`config.mk`:
```
export PLATFORM = sky130hd
export DESIGN_NAME = slow_clk_monitor
export DESIGN_NICKNAME = d
export VERILOG_FILES = /design/src/rtl/slow_clk_monitor.sv
export SDC_FILE = /design/constraint.sdc
export NUM_CORES = 1
export LEC_CHECK = 0
export ABC_AREA = 1
export CAP_MARGIN = 40
export CORE_UTILIZATION = 50
export DETAILED_ROUTE_END_ITERATION = 12
export PLACE_DENSITY = 0.76
export SETUP_SLACK_MARGIN = 0.02
export SLEW_MARGIN = 10
export SYNTH_ARGS = -nofsm -noshare
export SYNTH_HDL_FRONTEND = slang
export SYNTH_SLANG_ARGS = --single-unit
```
`constraint.sdc`:
```
create_clock -name clk_in -period 3 [get_ports clk_in]
set_input_delay 0.45 -clock clk_in [delete_from_list [all_inputs] [get_ports clk_in]]
set_output_delay 0.45 -clock clk_in [all_outputs]
set_load 0.1 [all_outputs]
```
`src/rtl/slow_clk_monitor.sv`:
```
// Measures period and high time of a slow asynchronous strobe in clk_in cycles; flags lock and stall.
// Latency: edge pulses and measurements appear 2-3 clk_in cycles after the asynchronous input edge.
// Backpressure: none; outputs are free-running strobes and held registers, no handshake.
module slow_clk_monitor #(
  parameter int CNT_W      = 16,
  parameter int TIMEOUT    = 1000,
  parameter int TOL        = 1,
  parameter int LOCK_COUNT = 4
) (
  input  logic             clk_in,
  input  logic             rst,
  input  logic             clk_slow,
  output logic             rise_pulse,
  output logic             fall_pulse,
  output logic [CNT_W-1:0] period,
  output logic [CNT_W-1:0] high_time,
  output logic             meas_valid,
  output logic             locked,
  output logic             stalled
);

  localparam int MC_W = $clog2(LOCK_COUNT + 1);
  localparam logic [CNT_W-1:0] CNT_MAX   = '1;
  localparam logic [CNT_W-1:0] CNT_ONE   = CNT_W'(1);
  localparam logic [CNT_W-1:0] TIMEOUT_V = CNT_W'(TIMEOUT);
  localparam logic [CNT_W-1:0] TOL_V     = CNT_W'(TOL);
  localparam logic [MC_W-1:0]  LC_V      = MC_W'(LOCK_COUNT);
  localparam logic [MC_W-1:0]  MC_ONE    = MC_W'(1);

  // s1/s2 form the synchronizer, s3 is one cycle of history for edge detection
  logic             s1, s2, s3;
  logic [CNT_W-1:0] cnt;
  logic             armed;
  logic             have_prev;
  logic [MC_W-1:0]  match_cnt;

  logic             rise_evt;
  logic             fall_evt;
  logic             timeout_hit;
  logic [CNT_W-1:0] diff;
  logic             within_tol;
  logic [MC_W-1:0]  match_inc;

  assign rise_evt    = s2 & ~s3;
  assign fall_evt    = ~s2 & s3;
  assign timeout_hit = (cnt == TIMEOUT_V);
  // compare the running count against the previous period before it is overwritten
  assign diff        = (cnt >= period) ? (cnt - period) : (period - cnt);
  assign within_tol  = (diff <= TOL_V);
  assign match_inc   = (match_cnt == LC_V) ? match_cnt : (match_cnt + MC_ONE);

  // Synchronize the input, register edge pulses and run the saturating cycle counter
  always_ff @(posedge clk_in or posedge rst) begin
    if (rst) begin
      s1         <= 1'b0;
      s2         <= 1'b0;
      s3         <= 1'b0;
      rise_pulse <= 1'b0;
      fall_pulse <= 1'b0;
      meas_valid <= 1'b0;
      cnt        <= '0;
    end else begin
      s1         <= clk_slow;
      s2         <= s1;
      s3         <= s2;
      rise_pulse <= rise_evt;
      fall_pulse <= fall_evt;
      meas_valid <= rise_evt & armed;
      if (rise_evt) begin
        cnt <= CNT_ONE;
      end else if (cnt != CNT_MAX) begin
        cnt <= cnt + CNT_ONE;
      end
    end
  end

  // Capture period/high time, track consecutive matching periods and detect stalls
  always_ff @(posedge clk_in or posedge rst) begin
    if (rst) begin
      period    <= '0;
      high_time <= '0;
      locked    <= 1'b0;
      stalled   <= 1'b0;
      armed     <= 1'b0;
      have_prev <= 1'b0;
      match_cnt <= '0;
    end else if (rise_evt) begin
      // a rise always re-arms and clears a stall; only an armed rise yields a measurement
      armed   <= 1'b1;
      stalled <= 1'b0;
      if (armed) begin
        period <= cnt;
        if (!have_prev) begin
          have_prev <= 1'b1;
          match_cnt <= '0;
        end else if (within_tol) begin
          match_cnt <= match_inc;
          if (match_inc == LC_V) begin
            locked <= 1'b1;
          end
        end else begin
          match_cnt <= '0;
          locked    <= 1'b0;
        end
      end
    end else begin
      if (fall_evt && armed) begin
        high_time <= cnt;
      end
      // the rise branch above takes priority, so a period of exactly TIMEOUT still measures
      if (timeout_hit) begin
        stalled   <= 1'b1;
        armed     <= 1'b0;
        have_prev <= 1'b0;
        locked    <= 1'b0;
        match_cnt <= '0;
      end
    end
  end

endmodule

```
==> impl_metrics.env <==
export IMPL_cts_setup_buffers=0
export IMPL_ioPinCount=40
export IMPL_async_reset_ff_share_pct=100
export IMPL_rows=34
export IMPL_period_share_pct=87.3
export IMPL_cp_max_fo=6
export IMPL_path_delay_family="simple AND/OR/NAND/NOR gates"
export IMPL_setup_viol=0
export IMPL_crit_arrival_ns=2.90
export IMPL_cts_path_max_buffers=2
export IMPL_drtIter0Drc=297
export IMPL_drv_cap=0
export IMPL_worst_slew_pin_slew_ns=0.812
export IMPL_dr_pass1_iters=6
export IMPL_hold_class="reg -> reg"
export IMPL_crit_required_ns=3.28
export IMPL_crit_path_start_kind="register"
export IMPL_synth_enable_flop_cells=0
export IMPL_grt_antenna_before_repair=0
export IMPL_antenna_diode_count=0
export IMPL_route_detailed_drc=0
export IMPL_leakagePower_nw=2.84
export IMPL_gr_usage_all_layers_pct=26.2
export IMPL_die_x_um=98.2
export IMPL_total_power_mw=4.53
export IMPL_place_congestion=0.933
export IMPL_die_area_um2=9650
export IMPL_cpMostUsedCell="nand2_1"
export IMPL_grt_overflow_total=0
export IMPL_synth_yosys_warnings=0
export IMPL_start_util_pct=52.3
export IMPL_max_stage_delay_ns=0.43
export IMPL_period_needed_ns=2.62
export IMPL_syn2layout_area_growth_pct=13.5
export IMPL_layout_cells_non_filler=833
export IMPL_grt_max_degree=41
export IMPL_cts_sinks=61
export IMPL_cp_startpoint="cnt[0]"
export IMPL_fp_coreArea_um2=8850
export IMPL_wirelength_mm=12.0
export IMPL_postLayoutCellArea_um2=5260
export IMPL_ys_ff_latch=61
export IMPL_hold_slack_ns=0.353
export IMPL_finalMaxSlewViolations=0
export IMPL_slew_headroom_pct=45.8
export IMPL_crit_chain="inv_1 -> ha_1 -> inv_1 -> fa_1 -> nand2_1 -> nand2_1 -> nand2_1 -> nand2_1 -> xor2_1 -> nor2_1 -> nand2_1 -> nor2_1 -> nor2_1 -> nor2_4 -> nand2_4 -> o21ai_2"
export IMPL_placed_area_um2=5070
export IMPL_viasPerCell=5.45
export IMPL_cts_root_buffer="clkbuf_8"
export IMPL_grt_pass1_wl_mm=20.1
export IMPL_path_buf_inv=2
export IMPL_drive_gt1_share_pct=13.8
export IMPL_htree_levels=3
export IMPL_ys_types=39
export IMPL_dp_cells=818
export IMPL_timing_rr_start="cnt[0]"
export IMPL_slowest_stage="fa_1"
export IMPL_wl_per_cell_um=14.4
export IMPL_ys_flop_type="dfrtp_1"
export IMPL_hold_buffers=0
export IMPL_ir_drop_uv=558
export IMPL_clkLatencyLatePin_ns=0.35
export IMPL_syn_avg_cell_area_um2=6.84
export IMPL_post_cts_resize_count=0
export IMPL_fin_util_pct=59.4
export IMPL_synth_nets=717
export IMPL_cts_buffers=9
export IMPL_io_buffer_count=39
export IMPL_die_h_um=98.2
export IMPL_synth_area_um2=4630
export IMPL_cts_tree="built"
export IMPL_setup_tns_ns=0
export IMPL_path_class="reg -> reg"
export IMPL_crit_path_end_kind="register"
export IMPL_timing_fmax_mhz=382
export IMPL_hpwl_mm=9.60
export IMPL_setup_slack_ns=0.382
export IMPL_synthCells=677
export IMPL_hp_start="s1"
export IMPL_grt_pass1_vias=4436
export IMPL_clk_pin_slew_ns=0.08
export IMPL_status="finished, final reports clean"
export IMPL_grt_setup_unrepaired="no"
export IMPL_dp_slack_ns=0.421
export IMPL_nets=761
export IMPL_seq_area_frac_synth_pct=33.0
export IMPL_powerDensity_nw_per_um2=862
export IMPL_vias=4541
export IMPL_hold_viol=0
export IMPL_clock_skew_final_ns=0.0153
export IMPL_ant_nets=0
## power breakdown
part | total (mW) | switching (mW) | internal [mW]
clock network | 0.728 | 0.328 | 0.401
logic | 2.83 | 2.00 | 0.834
registers | 0.968 | 0.0769 | 0.892
## cell families after synthesis
logic type	after synthesis	share of synthesized area, %
AO/OA/AOI/OAI	97	11.9
XOR/XNOR	3	0.568
adder cells (fa/ha/maj)	37	10.3
buffers and inverters	118	9.65
flip-flops	61	33.0
AND/OR/NAND/NOR	361	34.6
## flip-flops by register name (all words and copies together) (netlist names)
register	flops
s3	1
high_time	16
s1	1
cnt	16
stalled	1
have_prev	1
meas_valid	1
match_cnt	3
fall_pulse	1
rise_pulse	1
locked	1
period	16
armed	1
s2	1
## cell usage after synthesis, types with 2 or more instances
| library cell | number | area (um^2) |
|---|---|---|
| o21bai_1 | 3 | 22.5 |
| ha_1 | 35 | 438 |
| nor3_1 | 5 | 25.0 |
| nor2_2 | 6 | 37.5 |
| a31oi_1 | 2 | 12.5 |
| nand2_4 | 3 | 33.8 |
| o21a_1 | 3 | 22.5 |
| o21ai_0 | 50 | 250 |
| buf_2 | 3 | 15.0 |
| dfrtp_1 | 61 | 1530 |
| and2_1 | 2 | 12.5 |
| nand2_1 | 221 | 830 |
| o21ai_2 | 3 | 26.3 |
| inv_2 | 7 | 26.3 |
| nor2_4 | 5 | 56.3 |
| clkbuf_1 | 7 | 26.3 |
| clkinv_1 | 2 | 7.51 |
| nor2_1 | 44 | 165 |
| fa_1 | 2 | 40.0 |
| inv_1 | 99 | 372 |
| nand3_2 | 2 | 20.0 |
| nor3_2 | 2 | 20.0 |
| a21oi_1 | 23 | 115 |
| nand2_2 | 9 | 56.3 |
| a211oi_1 | 3 | 22.5 |
| a21oi_2 | 4 | 35.0 |
| xor2_1 | 3 | 26.3 |
| nand4_1 | 11 | 68.8 |
| nand3b_1 | 2 | 15.0 |
| nand3_1 | 44 | 220 |
| nor4_1 | 3 | 18.8 |
## worst paths after layout
kind                                     end  slack, ns  cells after the start
worst max register to register  match_cnt[0]       0.38                     16
min in group asynchronous          have_prev       0.44                      2
worst max-delay path            match_cnt[0]       0.38                     16
worst min-delay path                      s2       0.35                      0
max in group asynchronous          period[6]       1.98                      3
worst min register to register            s2       0.35                      0
## area by class of cell
type                       count  area [um^2]
sequential                    61         1530
inverter                     108          405
multi-input combinational    498         2660
fill                         854         3590
clock buffer                  11          141
clock inverter                 4         48.8
timing repair buffer          43          340
tap                          108          135
## worst register-to-register path: stages (launching register included)
cell and delay [ns]:
dfrtp_1 0.42, inv_1 0.20, ha_1 0.23, inv_1 0.09
fa_1 0.43, nand2_1 0.11, nand2_1 0.07, nand2_1 0.09
nand2_1 0.09, xor2_1 0.15, nor2_1 0.13, nand2_1 0.06
nor2_1 0.12, nor2_1 0.08, nor2_4 0.11, nand2_4 0.08
o21ai_2 0.11
## placed cells by master, fill, tap and decap left out, types with 7 or more instances in the layout
cell type	netlist	routed
nand2_1	221	221
clkbuf_8	0	10
dfrtp_1	61	61
nand2_2	9	9
inv_1	99	98
inv_2	7	8
ha_1	35	35
nand4_1	11	11
a21oi_1	23	23
o21ai_0	50	50
buf_4	0	40
nand3_1	44	44
nor2_1	44	43
nor2_2	6	7
## metal layers
| layer | vias to the layer above | GRT usage, % | share of wire [%] |
|---|---|---|---|
| li1 | 2237 | - | - |
| met1 | 2108 | 34.7 | 45 |
| met2 | 163 | 43.8 | 47 |
| met4 | 0 | 9.53 | 2.6 |
| met5 | - | 0 | 0 |
| met3 | 33 | 3.51 | 5.0 |
Note: power is estimated with default switching activity, not from simulation.
